**src/rtl/lighting_pkg.sv**
```systemverilog
// Shared types and constants for the lighting controller: FSM encoding and
// dimming-level geometry.
package lighting_pkg;

    localparam int LEVEL_W = 3;
    localparam logic [LEVEL_W-1:0] LEVEL_MAX = 3'd7;

    typedef enum logic [2:0] {
        ST_OFF       = 3'd0,
        ST_RAMP_UP   = 3'd1,
        ST_ON        = 3'd2,
        ST_HOLD      = 3'd3,
        ST_RAMP_DOWN = 3'd4
    } light_state_t;

endpackage

```
**src/rtl/motion_debouncer.sv**
```systemverilog
// Two-flop synchronizer followed by a stability counter: the output only
// follows the synchronized input once it has held for DEBOUNCE cycles.
module motion_debouncer #(
    parameter int DEBOUNCE = 4
) (
    input  logic clk,
    input  logic rst_n,
    input  logic din,
    output logic dout
);

    localparam int CNT_W = (DEBOUNCE > 1) ? $clog2(DEBOUNCE) : 1;
    localparam logic [CNT_W-1:0] CNT_LAST = CNT_W'(DEBOUNCE - 1);

    logic             sync1;
    logic             sync2;
    logic [CNT_W-1:0] cnt;

    // Any sample matching the current output restarts the stability window.
    always_ff @(posedge clk or negedge rst_n) begin
        if (!rst_n) begin
            sync1 <= 1'b0;
            sync2 <= 1'b0;
            dout  <= 1'b0;
            cnt   <= '0;
        end else begin
            sync1 <= din;
            sync2 <= sync1;
            if (sync2 != dout) begin
                if (cnt == CNT_LAST) begin
                    dout <= sync2;
                    cnt  <= '0;
                end else begin
                    cnt <= cnt + CNT_W'(1);
                end
            end else begin
                cnt <= '0;
            end
        end
    end

endmodule

```
**src/rtl/lighting_ctrl.sv**
```systemverilog
// Lamp controller: debounced occupancy plus dark/bright hysteresis drive an
// FSM that soft-starts, holds and soft-stops a 3-bit dimming level.
module lighting_ctrl
    import lighting_pkg::*;
#(
    parameter int DEBOUNCE    = 4,
    parameter int HOLD_CYCLES = 1000,
    parameter int LUX_ON      = 3,
    parameter int LUX_OFF     = 5,
    parameter int RAMP_DIV    = 16
) (
    input  logic               clk,
    input  logic               rst_n,
    input  logic [2:0]         luminosity,
    input  logic               motionSensor,
    output logic [LEVEL_W-1:0] level,
    output logic               light,
    output logic               occupied,
    output logic [2:0]         state
);

    localparam int PRESC_W = (RAMP_DIV > 1) ? $clog2(RAMP_DIV) : 1;
    localparam int HOLD_W  = (HOLD_CYCLES > 1) ? $clog2(HOLD_CYCLES) : 1;

    localparam logic [PRESC_W-1:0] PRESC_LAST = PRESC_W'(RAMP_DIV - 1);
    localparam logic [HOLD_W-1:0]  HOLD_LAST  = HOLD_W'(HOLD_CYCLES - 1);
    localparam logic [2:0]         LUX_ON_L   = 3'(LUX_ON);
    localparam logic [2:0]         LUX_OFF_L  = 3'(LUX_OFF);

    function automatic logic [LEVEL_W-1:0] sat_inc(input logic [LEVEL_W-1:0] v);
        return (v == LEVEL_MAX) ? v : v + LEVEL_W'(1);
    endfunction

    function automatic logic [LEVEL_W-1:0] sat_dec(input logic [LEVEL_W-1:0] v);
        return (v == '0) ? v : v - LEVEL_W'(1);
    endfunction

    light_state_t       st;
    light_state_t       st_nx;
    logic [LEVEL_W-1:0] level_nx;
    logic [PRESC_W-1:0] presc;
    logic [PRESC_W-1:0] presc_nx;
    logic [HOLD_W-1:0]  hold_cnt;
    logic [HOLD_W-1:0]  hold_nx;
    logic               motion_db;
    logic               dark;
    logic               dark_nx;
    logic               demand;
    logic               step;
    logic               in_ramp;

    motion_debouncer #(
        .DEBOUNCE(DEBOUNCE)
    ) u_deb (
        .clk  (clk),
        .rst_n(rst_n),
        .din  (motionSensor),
        .dout (motion_db)
    );

    // Luminosity between the two thresholds leaves the flag untouched.
    always_comb begin
        dark_nx = dark;
        if (luminosity <= LUX_ON_L) begin
            dark_nx = 1'b1;
        end else if (luminosity >= LUX_OFF_L) begin
            dark_nx = 1'b0;
        end
    end

    assign demand  = motion_db & dark;
    assign step    = (presc == PRESC_LAST);
    assign in_ramp = (st == ST_RAMP_UP) || (st == ST_RAMP_DOWN);

    // Loss of darkness is checked first in every lit state.
    always_comb begin
        st_nx    = st;
        level_nx = level;
        hold_nx  = hold_cnt;
        case (st)
            ST_OFF: begin
                level_nx = '0;
                if (demand) st_nx = ST_RAMP_UP;
            end
            ST_RAMP_UP: begin
                if (!dark) begin
                    st_nx = ST_RAMP_DOWN;
                end else if (step) begin
                    level_nx = sat_inc(level);
                    if (level_nx == LEVEL_MAX) st_nx = ST_ON;
                end
            end
            ST_ON: begin
                level_nx = LEVEL_MAX;
                if (!dark) begin
                    st_nx = ST_RAMP_DOWN;
                end else if (!motion_db) begin
                    st_nx   = ST_HOLD;
                    hold_nx = HOLD_LAST;
                end
            end
            ST_HOLD: begin
                if (!dark) begin
                    st_nx = ST_RAMP_DOWN;
                end else if (motion_db) begin
                    st_nx = ST_ON;
                end else if (hold_cnt == '0) begin
                    st_nx = ST_RAMP_DOWN;
                end else begin
                    hold_nx = hold_cnt - HOLD_W'(1);
                end
            end
            ST_RAMP_DOWN: begin
                if (demand) begin
                    st_nx = ST_RAMP_UP;
                end else if (step) begin
                    level_nx = sat_dec(level);
                    if (level_nx == '0) st_nx = ST_OFF;
                end
            end
            default: begin
                st_nx    = ST_OFF;
                level_nx = '0;
            end
        endcase
    end

    // A state change restarts the prescaler so every ramp begins with a full interval.
    always_comb begin
        presc_nx = '0;
        if ((st_nx == st) && in_ramp && !step) begin
            presc_nx = presc + PRESC_W'(1);
        end
    end

    always_ff @(posedge clk or negedge rst_n) begin
        if (!rst_n) begin
            st       <= ST_OFF;
            level    <= '0;
            light    <= 1'b0;
            occupied <= 1'b0;
            presc    <= '0;
            hold_cnt <= '0;
            dark     <= 1'b0;
        end else begin
            st       <= st_nx;
            level    <= level_nx;
            light    <= (level_nx != '0);
            occupied <= (st_nx == ST_ON) || (st_nx == ST_HOLD);
            presc    <= presc_nx;
            hold_cnt <= hold_nx;
            dark     <= dark_nx;
        end
    end

    assign state = st;

endmodule

```
**config.mk**
```make
export PLATFORM = sky130hd
export DESIGN_NAME = lighting_ctrl
export DESIGN_NICKNAME = d
export VERILOG_FILES = /design/src/rtl/lighting_pkg.sv /design/src/rtl/motion_debouncer.sv /design/src/rtl/lighting_ctrl.sv
export SDC_FILE = /design/constraint.sdc
export NUM_CORES = 1
export LEC_CHECK = 0
export CORE_MARGIN = 1
export CORE_UTILIZATION = 46
export CTS_CLUSTER_SIZE = 20
export DETAILED_ROUTE_END_ITERATION = 16
export DONT_BUFFER_PORTS = 1
export HOLD_SLACK_MARGIN = 0.15
export PLACE_DENSITY_LB_ADDON = 0.15
export SLEW_MARGIN = 10
export SYNTH_ARGS = -nofsm -noshare
export SYNTH_HDL_FRONTEND = slang
export SYNTH_SLANG_ARGS = --single-unit
```
**constraint.sdc**
```tcl
create_clock -name clk -period 2.6 [get_ports clk]
set_clock_uncertainty 0.1 [all_clocks]
set_input_delay 0.52 -clock clk [delete_from_list [all_inputs] [get_ports clk]]
set_output_delay 0.52 -clock clk [all_outputs]
set_load 0.05 [all_outputs]
```
Word-level counts from Yosys, hierarchy flattened
Index checks and enable logic that the tools add are counted.
{ "op_classes": {"add_sub_neg": 5, "order_cmp": 2, "n_eq_ne": 17, "muxes": 31, "bitwise": 1, "n_reduce_logical": 14} }
{ "op_table": {"columns": ["operator", "count"], "rows": [
  ["3-bit two-way mux", 18],
  ["10-bit two-way mux", 5],
  ["10-bit case mux with 2 select lines", 1],
  ["3-bit case mux with 5 select lines", 1],
  ["3-bit by 2-bit == test with 1-bit output (second input constant)", 4],
  ["3-bit case mux with 4 select lines", 1],
  ["10-bit logical NOT", 1],
  ["2-bit != test (second input constant)", 5],
  ["10-bit by 1-bit subtractor with 10-bit output (second input constant)", 1],
  ["3-bit == test (second input constant)", 3],
  ["3-bit logical NOT", 3],
  ["6-bit AND reduction", 1],
  ["4-bit by 1-bit adder with 4-bit output (second input constant)", 1],
  ["4-bit == test (second input constant)", 1],
  ["2-bit two-way mux", 2],
  ["4-bit two-way mux", 1],
  ["2-bit nonzero test", 2],
  ["3-bit by 1-bit adder with 3-bit output (second input constant)", 1],
  ["3-bit by 1-bit == test with 1-bit output (second input constant)", 1],
  ["3-bit == test", 1],
  ["3-bit greater-or-equal comparator (second input constant)", 1],
  ["3-bit by 2-bit less-or-equal comparator with 1-bit output (second input constant)", 1],
  ["3-bit nonzero test", 1],
  ["3-bit by 1-bit subtractor with 3-bit output (second input constant)", 1],
  ["other kinds (9)", 12]
]} }
{ "word_totals": {"reg_bits": 28, "in_bits": 6, "output_inout_bits": 8, "wordCells": 81} }

Longest topological paths before layout
Gate-level depths: netlist (run 1).
{ "depth": {"ltp_word": 11, "depth_mapped": 8, "ltp_nobuf": 8} }

Hierarchy
From an unflattened synthesis (run 1), not the netlist that was laid out.
{ "unflattened": {"hier_cells": 185, "area_unflattened_um2": 1716.6} }
{ "by_module_without_submodules": {"columns": ["module", "n_inst", "cells_per_inst", "area_per_inst_um2", "seq_area_each_um2"], "rows": [
  ["lighting_ctrl", 1, 175, 1542.7, 575.6],
  ["motion_debouncer", 1, 10, 173.9, 125.1]
]} }

Least setup slack after synthesis (run 1)
Ideal clock, no wire load.
{ "synth_path": {"path_type": "reg2reg", "from": "register level[0] (netlist name)", "to": "register hold_cnt[9]", "setup_time_ns": 0.069, "t_arrival_ns": 2.825, "required_ns": 2.431, "path_slack_ns": -0.394, "stages_incl_launch_ff": 9, "path_buffers": 0, "period_less_slack_ns": 2.994, "cell_sequence": "dfrtp_1 inv_1 ha_1 or4bb_1 nand3_1 o2bb2ai_2 o2111ai_4 or4_2 nand3_1"} }
{ "synth_rtl": {"columns": ["item", "line", "source"], "rows": [
  ["end signal, assigned", "lighting_ctrl.sv:151", "hold_cnt <= hold_nx;"],
  ["end, declared", "lighting_ctrl.sv:43", "logic [HOLD_W-1:0] hold_cnt;"]
]} }

Worst setup path in the final report (run 1)
{ "layout_path": {"from": "register hold_cnt[4]", "to": "register hold_cnt[5]"} }
{ "layout_via": {"elab_chain_len": 5, "elab_cells_between_ends": 8, "cone_classes": "1 x add/sub; 1 x eq/ne; 4 x mux; 2 x reduce/logical"} }
{ "layout_rtl": {"columns": ["item", "line", "source"], "rows": [
  ["10-bit by 1-bit subtractor with 10-bit output", "lighting_ctrl.sv:110", "hold_nx = hold_cnt - HOLD_W'(1);"],
  ["10-bit two-way mux", "lighting_ctrl.sv:107", "end else if (hold_cnt == '0) begin"],
  ["10-bit two-way mux", "lighting_ctrl.sv:105", "end else if (motion_db) begin"],
  ["10-bit two-way mux", "lighting_ctrl.sv:103", "if (!dark) begin"],
  ["10-bit case mux with 2 select lines", "lighting_ctrl.sv:80", "case (st)"]
]} }
Parallel ways exist; a longest one is shown, timed or not. The select of a mux whose other input is x is not followed.
A chain may end at the register's enable or synchronous reset.

==> results of run 1 <==
==> what timing repair did <==
| item | in CTS | in global routing |
|---|---|---|
| buffers inserted | 0 | 4 |
| hold endpoints to repair | 30 | 0 |
| hold buffers | 4 | 0 |
| resized for setup | 0 | 6 |
| endpoints found under the setup margin | 0 | 4 |
==> report_power, final <==
| part | switching (mW) | internal (mW) | total [mW] |
|---|---|---|---|
| Combinational | 0.259 | 0.197 | 0.456 |
| Sequential | 0.0911 | 0.492 | 0.583 |
| Clock | 0.137 | 0.156 | 0.293 |
==> worst max path at each step <==
stage | endpoint | cells past startpoint | slack [ns]
floorplan | hold_cnt[9] | 7 | 0.04
global placement | hold_cnt[5] | 8 | 0.05
detailed placement | hold_cnt[5] | 8 | 0.03
CTS | hold_cnt[5] | 8 | 0.005
global route | hold_cnt[5] | 8 | -0.05
finish | hold_cnt[5] | 6 | 0.04
==> tightest hold or removal path, stage by stage <==
cell and delay (ns):
nor2_1 0.02, nand2_1 0.05, nand2_1 0.05
==> registers in the layout (all words and copies together), names as in the netlist <==
name	flops
hold_cnt	10
presc	4
level	3
state	3
u_deb.cnt	2
dark	1
light	1
occupied	1
u_deb.dout	1
u_deb.sync1	1
u_deb.sync2	1
==> per-layer routing <==
layer / vias to the layer above / global-route usage
li1: 639 / -
met1: 628 / 0.273
met2: 31 / 0.332
met3: 4 / 0.0252
met4: 0 / 0.0857
met5: - / 0
==> layout make-up <==
class | count | area share
Clock buffer | 3 | 0.0115
Clock inverter | 1 | 0.0154
Inverter | 5 | 0.0109
Multi-Input combinational cell | 125 | 0.482
Sequential cell | 28 | 0.360
Tap cell | 46 | 0.0294
Timing Repair Buffer | 21 | 0.0909
==> Yosys cell counts, types with 2 or more instances <==
| cell | count |
|---|---|
| a21o_1 | 2 |
| o311a_1 | 2 |
| nand2b_1 | 5 |
| nor3b_1 | 4 |
| nand3_1 | 8 |
| nor3_1 | 2 |
| ha_1 | 7 |
| nand2_1 | 13 |
| a21oi_1 | 6 |
| o31ai_1 | 2 |
| nor2b_1 | 4 |
| inv_1 | 5 |
| and2_1 | 2 |
| clkbuf_1 | 2 |
| or3_2 | 4 |
| or4_2 | 2 |
| a31oi_1 | 2 |
| or4bb_1 | 2 |
| mux2i_1 | 3 |
| nand4_1 | 2 |
| or3_1 | 3 |
| o21ai_0 | 6 |
| o211ai_1 | 2 |
| xnor2_1 | 2 |
| nor2_1 | 13 |
| o22ai_1 | 3 |
| buf_2 | 4 |
| a22o_1 | 2 |
| mux2_2 | 2 |
| xor2_1 | 3 |
| dfrtp_1 | 28 |
==> stage by stage <==
step | setup WS, ns | total power [mW] | std cells
CTS | 0.00543 | 1.34 | 225
global route | -0.0516 | 1.42 | 229
global placement | 0.0522 | 1.02 | 217
finish | 0.0417 | 1.33 | 229
detailed placement | 0.0343 | 1.03 | 217
floorplan | 0.0362 | 0.909 | 164
==> kinds of logic (layout without fill, tap and decap cells) <==
family | Yosys count | in the layout | synth area share
AOI/OAI and AO/OA | 35 | 35 | 0.170
xor gates and xnor gates | 5 | 5 | 0.0268
adders and majority gates | 7 | 7 | 0.0536
buffers and inverters | 11 | 30 | 0.0283
DFF | 28 | 28 | 0.428
muxes | 5 | 5 | 0.0321
and+or+nand+nor | 73 | 73 | 0.261
==> metrics.yaml, run 1 <==
clocking:
  cts_sinks: 28
  clk_pin_slew_ns: 0.16
  cts_buffers: 3
  clock_path_buffers: 2
  cts-htree-levels: 1
  clock-root-buffer: "clkbuf_4"
  insertion_delay_ns: 0.33
  cts_tree: "yes"
final_layout:
  num-fill-cells: 333
  stdcell_area_mm2: 0.00196
  drive_gt1_frac: 0.273
  layout.nets: 197
  area_delta_synth_final_pct: 19.6
  final_common_cell: "dfrtp_1"
  regArea_um2: 703
  final_util: 0.581
  final_cell_mix: "26 x dfrtp_1, 17 x buf_4, 13 x nor2_1, 13 x nand2_1, 7 x nand3_1"
  n_antenna_cell: 0
  multi_input_area_um2: 943
floorplanning:
  rows: 21
  start_util: 0.486
  die-width_um: 61.6
  die_area_mm2: 0.00380
  io_pins: 14
  core_area_mm2: 0.00336
  chipHeight_um: 61.6
worst_setup_path:
  critPathMaxFanout: 8
  crit_path_end_kind: "flip-flop"
  setup.worst_path.class: "flip-flop to flip-flop"
  r2r_end: "hold_cnt[5]"
  cp.buffers_inverters: 0
  cp_slowest_stage_delay_ns: 0.59
  crit_path_top_delay_cell: "or4_4"
  reg2regPathDepth: 6
  path_cells: "or4_4 > o311a_4 > a31o_4 > o2111ai_4 > nor3_2 > or3b_1"
  r2r_setup_slack_ns: 0.04
  crit_path_start: "hold_cnt[4]"
  required_ns: 2.74
  cpLargestDelayFamily: "simple AND/OR/NAND/NOR gates"
  r2r_start: "hold_cnt[4]"
  critPathArrivalTime_ns: 2.70
  critPathLaunchType: "flip-flop"
yosys:
  yosysUniqueCellTypes: 48
  seq_area_frac_synth: 0.428
  synth_warnings: 0
  synth_top_area_frac: 0.428
  syn_nets: 177
  ys_seq_elements: 28
  yosysTopAreaCell: "dfrtp_1"
  synth_top_flop_cell: "dfrtp_1"
  postSynthAreaPerCell_um2: 9.97
  synth_top_cells_by_area: "dfrtp_1 43%, ha_1 5.4%, nand2_1 3.0%"
  async_reset_ff_frac: 1.00
  netlist_area_mm2: 0.00164
  synth_edf_count: 0
  synthCells: 164
power:
  p_leak_nw: 0.903
  ir_drop_v: 0.000390
  p_per_area_mw_per_mm2: 681
grt:
  antenna_found_initial: 0
  grt_max_degree: 29
  grt_pass1_wl_um: 5530
  grt_pass1_vias: 1210
  grt-ovfl-total: 0
  grt_usage: 0.204
place:
  dpl.hpwl_um: 2510
  io_buffers: 0
  placed_cell_area_mm2: 0.00180
  place.gp.congestion: 0.906
drt:
  first_iter_violations: 37
  wl_per_cell_um: 15.3
  via_per_inst: 5.69
  maxUsedRoutingLayer: "met4"
  drt_pass1_iterations: 4
  drc: 0
  postRouteAntennaNets: 0
  wl_met1_um: 1650
  wl_met3_um: 122
  vias: 1302
  wirelength_um: 3500
  dr_wl_met2_um: 1670
sta:
  hold_violations: 0
  slew_headroom: 0.704
  fmax_mhz: 391
  setup_tns_ns: 0
  post-route-period-util: 0.984
  worst_pin_slew_ns: 0.444
  rsz0062_at_grt: "yes"
  slew_viol_final: 0
  holdWs_ns: 0.216
  setup_viol: 0
  fin_crit_ns: 2.56
worst_hold_path:
  min_path_cells: 3
  min_to: "dark"
  min_path_type: "primary input to flip-flop"
  worstHoldStart: "luminosity[0]"
run:
  maxCapViolCount: 0
outcome:
  status: "complete, no violations"
(Power assumes the default switching activity.)
==> inputs of run 2 (changes only) <==
Settings changed: CORE_MARGIN 1 to 10, RECOVER_POWER from default to 100.
==> metrics.yaml, run 2 (synthesis gave the netlist of run 1 again) <==
grt:
  grt_max_degree: 29
  grt_pass1_vias: 1400
  antenna_found_initial: 0
  grt_pass1_wl_um: 6420
  grt-ovfl-total: 0
  grt_usage: 0.124
drt:
  drt_pass1_iterations: 4
  first_iter_violations: 83
  postRouteAntennaNets: 0
  wl_met1_um: 1810
  maxUsedRoutingLayer: "met4"
  vias: 1333
  drc: 0
  wirelength_um: 3700
  via_per_inst: 5.75
  dr_wl_met2_um: 1650
  wl_per_cell_um: 15.9
  wl_met3_um: 212
worst_hold_path:
  min_path_type: "primary input to flip-flop"
  min_path_cells: 3
  min_to: "dark"
  worstHoldStart: "luminosity[0]"
final_layout:
  area_delta_synth_final_pct: 17.6
  multi_input_area_um2: 943
  n_antenna_cell: 0
  stdcell_area_mm2: 0.00192
  num-fill-cells: 304
  final_cell_mix: "26 x dfrtp_1, 14 x buf_4, 13 x nor2_1, 13 x nand2_1"
  final_common_cell: "dfrtp_1"
  regArea_um2: 703
  largest_reg_flops: 10
  layout.nets: 200
  drive_gt1_frac: 0.247
  largestRegisters: "hold_cnt x10, presc x4"
  final_util: 0.567
  largest_register: "hold_cnt"
power:
  p_leak_nw: 0.876
  p_per_area_mw_per_mm2: 663
  ir_drop_v: 0.000384
worst_setup_path:
  critPathMaxFanout: 8
  r2r_end: "hold_cnt[5]"
  r2r_start: "hold_cnt[0]"
  r2r_setup_slack_ns: 0.04
  critPathArrivalTime_ns: 2.69
  reg2regPathDepth: 8
  setup.worst_path.class: "flip-flop to flip-flop"
  critPathLaunchType: "flip-flop"
  required_ns: 2.74
  crit_path_end_kind: "flip-flop"
  crit_path_start: "hold_cnt[0]"
place:
  place.gp.congestion: 0.911
  placed_cell_area_mm2: 0.00183
  io_buffers: 0
  dpl.hpwl_um: 2680
  post-place-ws_ns: 0.0660
sta:
  post-route-period-util: 0.983
  hold_violations: 0
  worst_pin_slew_ns: 1.51
  fin_crit_ns: 2.56
  rsz0062_at_grt: "yes"
  fin_ws_ns: 0.0431
  fmax_mhz: 391
  slew_viol_final: 29
  slew_headroom: -0.00458
  setup_viol: 0
floorplanning:
  die_area_mm2: 0.00634
  core_area_mm2: 0.00339
  chipHeight_um: 79.6
  io_pins: 14
  die-width_um: 79.6
  rows: 21
  start_util: 0.482
clocking:
  insertion_delay_ns: 0.34
  clk_pin_slew_ns: 0.15
  cts_buffers: 3
  clock-root-buffer: "clkbuf_4"
  cts_tree: "yes"
  cts_sinks: 28
  cts-htree-levels: 1
  clock_path_buffers: 2
outcome:
  failed_checks: "max-capacitance violations, max-slew violations"
  status: "finished with violations"
run:
  maxCapViolCount: 1
## run 2: final cells by class
cell class                 count  area share
multi-input combinational    125       0.491
sequential                    28       0.366
timing repair buffer          24      0.0839
tap                           46      0.0299
clock buffer                   4      0.0189
inverter                       5      0.0111
## run 2: through the flow
step                      hold slack (ns)  setup TNS [ns]  power [mW]  std cells
after floorplan                     0.124               0       0.909        164
after global placement              0.125               0        1.04        221
after detailed placement            0.125               0        1.05        221
after CTS                           0.217               0        1.29        229
after global routing                0.227         -0.0272        1.36        232
final                               0.229               0        1.28        232
## run 2: how the worst max path moves through the flow
stage	to	slack, ns	cells after the start
floorplan	hold_cnt[9]	0.04	7
global placement	hold_cnt[9]	0.11	7
detailed placement	hold_cnt[5]	0.07	8
CTS	hold_cnt[9]	0.03	7
global route	hold_cnt[5]	-0.02	8
finish	hold_cnt[5]	0.04	8
## run 2: per-layer routing
layer / GRT usage / up-vias
met2: 0.195 / 33
li1: - / 639
met1: 0.158 / 658
met5: 0 / -
met3: 0.0327 / 3
met4: 0.0466 / 0
## run 2: what timing repair did
action | in CTS | in global routing
endpoints found under the hold margin | 30 | 0
endpoints found under the setup margin | 0 | 4
resized for setup | 0 | 6
setup buffers | 0 | 3
hold buffers | 4 | 0
## run 2: worst max-delay path, cell delays in order, from the launching register on
cell       delay, ns
dfrtp_1         0.43
inv_2           0.06
ha_1            0.13
or4b_4          0.49
o311a_4         0.33
a31o_4          0.23
o2111ai_4       0.29
nor3_2          0.06
or3b_1          0.34
## run 2: report_power, final
group | internal [mW] | switching, mW | total (mW) | leakage (nW)
combinational | 0.195 | 0.288 | 0.483 | 0.483
sequential | 0.492 | 0.0783 | 0.570 | 0.372
clock | 0.0859 | 0.136 | 0.222 | 0.0210
==> inputs of run 3 (changes only) <==
Settings changed: CORE_MARGIN 10 to 3.
==> metrics.yaml, run 3 (synthesis gave the netlist of run 1 again) <==
outcome:
  status: "complete, no violations"
final_layout:
  largest_reg_flops: 10
  final_util: 0.588
  drive_gt1_frac: 0.292
  largestRegisters: "hold_cnt x10, presc x4"
  n_antenna_cell: 0
  largest_register: "hold_cnt"
  area_delta_synth_final_pct: 21.9
  layout.nets: 199
  final_cell_mix: "26 x dfrtp_1, 18 x buf_4, 13 x nor2_1, 13 x nand2_1"
  finalNonFillerCells: 231
  final_common_cell: "dfrtp_1"
floorplanning:
  chipHeight_um: 65.6
  die_area_mm2: 0.00431
  io_pins: 14
  core_area_mm2: 0.00339
  rows: 21
  die-width_um: 65.6
  start_util: 0.482
power:
  ir_drop_v: 0.000359
  p_per_area_mw_per_mm2: 670
  p_leak_nw: 0.919
place:
  place.gp.congestion: 0.872
  io_buffers: 0
  dpl.hpwl_um: 2500
  placed_cells: 219
drt:
  drc: 0
  wl_per_cell_um: 14.8
  vias: 1317
  wirelength_um: 3430
  via_per_inst: 5.70
  first_iter_violations: 54
  drt_pass1_iterations: 4
  postRouteAntennaNets: 0
sta:
  setup_viol: 0
  fmax_mhz: 389
  post-route-period-util: 0.988
  hold_violations: 0
  rsz0062_at_grt: "yes"
  slew_headroom: 0.0400
  slew_viol_final: 0
  fin_crit_ns: 2.57
  worst_pin_slew_ns: 1.44
worst_hold_path:
  min_to: "dark"
  worstHoldStart: "luminosity[0]"
  min_path_cells: 3
  min_path_type: "primary input to flip-flop"
grt:
  grt_pass1_vias: 1280
  grt_max_degree: 29
  grt_usage: 0.180
  grt_pass1_wl_um: 6060
  antenna_found_initial: 0
  grt-ovfl-total: 0
clocking:
  cts_buffers: 3
  clk_pin_slew_ns: 0.16
  clock-root-buffer: "clkbuf_4"
  cts_tree: "yes"
  clock_path_buffers: 2
  insertion_delay_ns: 0.33
  cts_sinks: 28
  cts-htree-levels: 1
worst_setup_path:
  critPathArrivalTime_ns: 2.70
  reg2regPathDepth: 8
  required_ns: 2.73
  critPathMaxFanout: 8
  critPathLaunchType: "flip-flop"
  crit_path_end_kind: "flip-flop"
  setup.worst_path.class: "flip-flop to flip-flop"
  r2r_start: "hold_cnt[0]"
  r2r_end: "hold_cnt[5]"
  r2r_setup_slack_ns: 0.03
run:
  maxCapViolCount: 0
## run 3: through the flow
stage	instance area [µm²]	setup TNS, ns	total power, mW	setup slack [ns]	hold WS, ns
2_1_floorplan	1670	0	0.909	0.0362	0.124
3_3_place_gp	1810	0	1.02	0.114	0.125
3_5_place_dp	1810	0	1.02	0.0385	0.125
4_1_cts	1920	0	1.33	0.0241	0.201
5_1_grt	1990	-0.154	1.42	-0.0563	0.209
6_report	1990	0	1.34	0.0311	0.214
## run 3: worst max-delay path by stage
stage,startpoint,endpoint,slack [ns],cells past startpoint
after floorplan,level[2],hold_cnt[9],0.04,7
final,hold_cnt[0],hold_cnt[5],0.03,8
after detailed placement,hold_cnt[0],hold_cnt[5],0.04,8
after CTS,hold_cnt[0],hold_cnt[5],0.02,8
after global routing,level[0],hold_cnt[7],-0.06,9
after global placement,hold_cnt[0],hold_cnt[5],0.11,8
## run 3: timing repair
item,in CTS,in global routing
setup buffers,0,4
resized for setup,0,13
hold buffers,4,0
setup endpoints to repair,0,5
endpoints found under the hold margin,30,0
## run 3: area by class of cell
| cell class | instances | area, µm² |
|---|---|---|
| multi-input cells | 125 | 978 |
| fillers | 279 | 1400 |
| inverters | 5 | 21.3 |
| clock buffers | 3 | 22.5 |
| well taps | 46 | 57.6 |
| clock inverters | 1 | 30.0 |
| repair buffers | 23 | 180 |
| flip-flops and latches | 28 | 703 |
## run 3: metal layers
layer | GRT usage | part of all wire | vias up
li1 | - | - | 641
met1 | 0.259 | 0.50 | 638
met2 | 0.272 | 0.44 | 34
met3 | 0.0308 | 0.055 | 4
met4 | 0.0596 | 0.012 | 0
met5 | 0 | 0 | -
## run 3: critical path, stage by stage (launching register included)
cell       delay, ns
dfrtp_1         0.43
inv_2           0.06
ha_1            0.13
or4b_4          0.47
o311a_4         0.33
a31o_4          0.23
o2111ai_4       0.31
nor3_2          0.06
or3b_1          0.34
## run 3: power breakdown
part | total (mW) | leakage (nW) | switching, mW | internal, mW
combinational | 0.447 | 0.519 | 0.253 | 0.194
clock | 0.292 | 0.0279 | 0.136 | 0.156
sequential | 0.596 | 0.372 | 0.105 | 0.491
